`src/rtl/memaccess_seq.sv`:
```
// Load/store memory-access sequencer: direct and indirect LD/ST with wait states.
// Optional I/O write guard enabled by defining MEMACCESS_SEQ_IOGUARD_EN.
module memaccess_seq #(
  parameter int unsigned WAIT_CYCLES = 0,
  parameter logic [15:0] IO_BASE     = 16'hFE00
) (
  input  logic        clock,
  input  logic        reset,
  input  logic        start,
  input  logic [1:0]  op,
  input  logic [15:0] addr,
  input  logic [15:0] wdata,
  input  logic [15:0] DMem_out,
  output logic        MControl,
  output logic [15:0] MAddr,
  output logic [15:0] MData,
  output logic [1:0]  mem_state,
  output logic        ready,
  output logic        done,
  output logic [15:0] rdata,
  output logic        err
);

`ifdef MEMACCESS_SEQ_IOGUARD_EN
  localparam bit IOG = 1'b1;
`else
  localparam bit IOG = 1'b0;
`endif

  localparam logic [2:0] LAST = 3'(WAIT_CYCLES);

  typedef enum logic [1:0] {
    RD   = 2'b00,
    IND  = 2'b01,
    WR   = 2'b10,
    IDLE = 2'b11
  } state_e;

  state_e      state_q, state_d;
  logic [2:0]  cnt_q, cnt_d;
  logic [1:0]  op_q, op_d;
  logic [15:0] addr_q, addr_d;
  logic [15:0] wdata_q, wdata_d;
  logic [15:0] rdata_q, rdata_d;
  logic [15:0] maddr_q, maddr_d;
  logic [15:0] mdata_q, mdata_d;
  logic        mctl_q, mctl_d;
  logic        ready_q, ready_d;
  logic        done_q, done_d;
  logic        err_q, err_d;
  logic        pend_q, pend_d;
  logic        last;

  always_comb begin
    state_d = state_q;
    cnt_d   = cnt_q + 3'd1;
    op_d    = op_q;
    addr_d  = addr_q;
    wdata_d = wdata_q;
    rdata_d = rdata_q;
    pend_d  = pend_q;
    done_d  = 1'b0;
    err_d   = 1'b0;
    last    = (cnt_q == LAST);
    unique case (state_q)
      IDLE: begin
        cnt_d = 3'd0;
        if (pend_q) begin
          // a blocked direct store reports one cycle later
          pend_d = 1'b0;
          done_d = 1'b1;
          err_d  = 1'b1;
        end else if (start && ready_q) begin
          op_d    = op;
          addr_d  = addr;
          wdata_d = wdata;
          unique case (op)
            2'b00: state_d = RD;
            2'b01: begin
              if (IOG && addr >= IO_BASE) pend_d = 1'b1;
              else state_d = WR;
            end
            default: state_d = IND;
          endcase
        end
      end
      IND: begin
        if (last) begin
          addr_d = DMem_out;
          cnt_d  = 3'd0;
          if (!op_q[0]) begin
            state_d = RD;
          end else if (IOG && DMem_out >= IO_BASE) begin
            state_d = IDLE;
            done_d  = 1'b1;
            err_d   = 1'b1;
          end else begin
            state_d = WR;
          end
        end
      end
      RD: begin
        if (last) begin
          rdata_d = DMem_out;
          state_d = IDLE;
          done_d  = 1'b1;
          cnt_d   = 3'd0;
        end
      end
      WR: begin
        if (last) begin
          state_d = IDLE;
          done_d  = 1'b1;
          cnt_d   = 3'd0;
        end
      end
    endcase
    ready_d = (state_d == IDLE) && !pend_d;
    mctl_d  = (state_d == IND);
    maddr_d = (state_d == IDLE) ? 16'h0 : addr_d;
    mdata_d = (state_d == WR) ? wdata_d : 16'h0;
  end

  always_ff @(posedge clock or posedge reset) begin
    if (reset) begin
      state_q <= IDLE;
      cnt_q   <= 3'd0;
      op_q    <= 2'b00;
      addr_q  <= 16'h0;
      wdata_q <= 16'h0;
      rdata_q <= 16'h0;
      maddr_q <= 16'h0;
      mdata_q <= 16'h0;
      mctl_q  <= 1'b0;
      ready_q <= 1'b1;
      done_q  <= 1'b0;
      err_q   <= 1'b0;
      pend_q  <= 1'b0;
    end else begin
      state_q <= state_d;
      cnt_q   <= cnt_d;
      op_q    <= op_d;
      addr_q  <= addr_d;
      wdata_q <= wdata_d;
      rdata_q <= rdata_d;
      maddr_q <= maddr_d;
      mdata_q <= mdata_d;
      mctl_q  <= mctl_d;
      ready_q <= ready_d;
      done_q  <= done_d;
      err_q   <= err_d;
      pend_q  <= pend_d;
    end
  end

  assign mem_state = state_q;
  assign MControl  = mctl_q;
  assign MAddr     = maddr_q;
  assign MData     = mdata_q;
  assign ready     = ready_q;
  assign done      = done_q;
  assign rdata     = rdata_q;
  assign err       = err_q;

endmodule

```
`config.mk`:
```
export PLATFORM = sky130hd
export DESIGN_NAME = memaccess_seq
export DESIGN_NICKNAME = d
export VERILOG_FILES = /design/src/rtl/memaccess_seq.sv
export SDC_FILE = /design/constraint.sdc
export NUM_CORES = 1
export LEC_CHECK = 0
export ABC_AREA = 1
export BUFFER_PORTS_ARGS = -buffer_cell sky130_fd_sc_hd__buf_4
export CELL_PAD_IN_SITES_DETAIL_PLACEMENT = 1
export CELL_PAD_IN_SITES_GLOBAL_PLACEMENT = 1
export CORE_AREA = 2 2 102 104
export CTS_CLUSTER_SIZE = 40
export DETAILED_ROUTE_END_ITERATION = 12
export DIE_AREA = 0 0 104 106
export PLACE_DENSITY = 0.74
export SLEW_MARGIN = 20
export SYNTH_ARGS = -nofsm -noshare
export SYNTH_HDL_FRONTEND = slang
export SYNTH_SLANG_ARGS = --single-unit
```
`constraint.sdc`:
```
create_clock -name clock -period 2.7 [get_ports clock]
set_clock_uncertainty 0.15 [all_clocks]
set_input_delay 0 -clock clock [delete_from_list [all_inputs] [get_ports clock]]
set_output_delay 0 -clock clock [all_outputs]
set_load 0.02 [all_outputs]
```
==> results.md <==
Run status:
- The run finished with clean final reports.

Floorplanning:
- The die covers 11000 µm².
- The number of placed I/O pins is 107.
- From left edge to right edge, the die measures 104 µm.
- In this run the vertical extent of the chip is 106 µm.
- The starting density of the core is 0.372.
- The number of placement rows is 37.
- The floorplan step defined a core boundary enclosing 10000 µm².

Clocking:
- The post-CTS repair timing setup buffer count is 0.
- The quantity of hold-fixing buffers added after cts is 51.
- The later pin in the worst-skew pair is clocked with a latency of 0.35 ns.
- The number of instances resized during post-cts repair is 0.
- For this design, the sink count on the clock tree is 91.
- Counting the buffers created by CTS gives 9.
- The total number of H-tree levels is 3.
- The worst-case clock buffer depth is 2.
- The clock tree root buffer cell is clkbuf_8.
- Clock-pin slew was measured on the worst setup and hold paths at 0.10 ns.
- TritonCTS built the clock tree.

Power and ir drop:
- The largest voltage drop on the vdd net is 0.000524 V.
- The sequential share of power is 0.379.
- Of the total power, the share spent switching nets is 0.415.
- The internal power of the cells totals 0.00336 W.
- The combinational group share of total power is 0.455.
- For this design the ratio of total power to cell area is 1070 nW/µm².
- Of the total power, the clock network draws 0.166.
- For this design the static power due to leakage is 2.99 nW.
- For this design the total switching power over the nets is 0.00239 W.

Global route:
- The number of antenna violations at the first check in global routing is 0.
- The maximum number of pins on one net before global-route repair is 62.
- In the global route stage, overall resource usage came out at 0.195.
- The wire length of the first global-routing pass is 16800 µm.
- The number of global-route vias before repair is 3489.
- The total overflow left after global routing is 0.

Critical path:
- The endpoint of the worst register-to-register path is MAddr[5]$_DFF_PP0_.
- Of all nets on the critical path, the largest fanout is 17.
- The endpoint required time on the critical path is 2.84 ns.
- Across all register-to-register paths, the minimum setup slack is 0.45 ns.
- The launch point of the worst path is cnt_q[0]$_DFF_PP0_.
- The depth of the worst register-to-register path is 9.
- The arrival time at the worst endpoint is 2.38 ns.
- STA classifies the critical path startpoint as a flip-flop.
- The critical path class is flip-flop to flip-flop.
- The worst register-to-register path begins at cnt_q[0]$_DFF_PP0_.
- The capturing element type of the critical path is a flip-flop.

Timing:
- The accumulated negative setup slack is 0 ns.
- The worst hold slack after final layout is 0.177 ns.
- The minimum clock period is 2.25 ns.
- The hold violation count in the final report is 0.
- The count of pins over their slew limit is 0.
- Setup repair after global routing left no endpoint under its margin.
- Of the available clock period, the critical path in the final layout requires 0.833.
- In this run the tightest slew margin relative to its limit is 0.496.
- Timing would allow up to 0.445 GHz.
- At the pin with the least slew margin, the transition time is 0.756 ns.
- The number of failing setup endpoints in the final timing report is 0.

Drt:
- The vias per cell is 4.40.
- The iteration count of the initial detailed-routing pass is 4.
- The routed length per placed instance is 14.4 µm.
- Once detail routing completed, the nets flagged for antenna violations numbered 0.
- Summed over all layers, the routed wires come to 10200 µm.
- The detailed router placed 3129 vias in this run.
- After detailed routing, the number of remaining DRC violations is 0.
- In this run, the number of DRC markers left after iteration 0 of detailed routing was 52.

Logic synthesis:
- The mapped netlist covers 3720 µm².
- The mean area per synthesized cell is 9.05 µm².
- The synthesized netlist contains 21 unique library cells.
- Synthesis handed over a netlist of 411 instances.
- For this run, the register share of the synthesized area comes to 0.613.
- In this run, synthesis produced a sequential element count of 91.
- The number of warnings issued by yosys is 0.
- dfrtp_1 takes more of the synthesized area than any other cell.
- When the netlist entered floorplanning its net count stood at 466.
- The top cell type's share of synthesized area is 0.592.
- After synthesis, the cell types taking the most area are dfrtp_1 59%, inv_1 9.1%, nand2_1 7.2%, nor2_1 6.1%, o21ai_0 4.3%.

Place:
- The routability congestion estimate is 0.763.
- The count of input and output buffers is 106.
- Including well taps, the total number of placed cells is 644.
- The half-perimeter wire length after detailed placement is 6900 µm.

Cells and area:
- The proportion of layout cells with a drive suffix above 1 is 0.271.
- The final-stage net count is 625.
- The library cells used most frequently in the layout, excluding fill and tap cells, are 109 x buf_4, 89 x inv_1, 88 x dfrtp_1.
- The most frequent standard cell in the layout excluding fill and tap cells is buf_4.
- The layout-stage area growth over the synthesis result is 44.0%.
- The filler-free cell count of the finished design is 711.
- The antenna cell count is 0.

Worst hold path:
- In this run the worst hold path is classified as primary input to flip-flop.
- The origin of the worst min-delay path is start.
- The worst hold path was traced through 5 stages.
- The worst hold endpoint is op_q[0]$_DFFE_PP0P_.

Job:
- The max-capacitance violation count is 0.
worst max-delay path, stage by stage (launching register included):
cell	delay, ns
dfrtp_1	0.41
inv_1	0.07
ha_1	0.22
nand2_2	0.10
nor2_4	0.39
nand2_1	0.09
nand2_1	0.07
dlygate4sd3_1	0.54
nor2_1	0.06
nor2_1	0.08
routing by layer:
metal / GRT usage / share of wire / vias up
met5: 0 / 0 / -
met4: 0.0685 / 0.012 / 0
met3: 0.0417 / 0.044 / 9
met2: 0.361 / 0.53 / 77
met1: 0.223 / 0.41 / 1524
li1: - / - / 1519
power by group through the flow:
| stage | clock (W) | combinational [W] | sequential [W] |
|---|---|---|---|
| floorplan | 0 | 0.00129 | 0.00257 |
| finish | 0.000952 | 0.00262 | 0.00218 |
| CTS | 0.000984 | 0.00267 | 0.00219 |
| global placement | 0 | 0.00248 | 0.00219 |
| global route | 0.00104 | 0.00293 | 0.00224 |
| detailed placement | 0 | 0.00258 | 0.00220 |
cell families (layout without fill, tap and decap cells):
logic type,count (synthesis),after routing,share of synthesized area
simple gates,175,175,0.211
buf+inv,107,271,0.119
flops,91,91,0.613
compound gates,35,35,0.0474
fa+ha+maj,2,2,0.00673
xor+xnor,1,1,0.00235
synth_stat cells:
cell type,number
inv_2,4
nand2_2,3
buf_4,2
o21ai_0,32
o22ai_1,1
nand2_1,71
buf_6,4
dfrtp_1,88
nor3_1,3
nor2_2,10
buf_2,4
ha_1,2
nand3_1,19
nor2_1,60
clkbuf_1,3
a21oi_1,2
xnor2_1,1
nor2_4,5
dfstp_2,3
inv_1,90
nand2_4,4
metrics by stage:
stage / util / setup WS (ns) / power, W / cell area [µm²]
2_1_floorplan: - / 0.191 / 0.00385 / 3720
3_3_place_gp: 0.464 / 0.839 / 0.00467 / 4640
3_5_place_dp: 0.464 / 0.756 / 0.00479 / 4640
4_1_cts: 0.536 / 0.434 / 0.00584 / 5360
5_1_grt: 0.536 / 0.304 / 0.00621 / 5360
6_report: 0.536 / 0.452 / 0.00575 / 5360
registers in the layout (all words and copies together), names as in the netlist:
name	cells
MAddr	16
MControl	1
MData	16
addr_q	16
cnt_q	3
done	1
err	1
mem_state	2
op_q	1
pend_q	1
rdata	16
ready	1
wdata_q	16
cell type report:
class / count / area (µm²)
flip-flops and latches: 91 / 2280
multi-input cells: 213 / 995
repair buffers: 161 / 1350
clock buffers: 10 / 138
inverters: 94 / 355
well taps: 136 / 170
clock inverters: 6 / 70.1
fillers: 1192 / 4640
worst max path at each step:
stage	end	cells after the start
6_report	MAddr[5]$_DFF_PP0_	9
4_1_cts	MAddr[5]$_DFF_PP0_	9
5_1_grt	MAddr[5]$_DFF_PP0_	9
2_1_floorplan	MAddr[0]$_DFF_PP0_	1
3_5_place_dp	MData[4]$_DFF_PP0_	8
3_3_place_gp	MAddr[3]$_DFF_PP0_	7
Note: power is estimated with default switching activity, not from simulation.
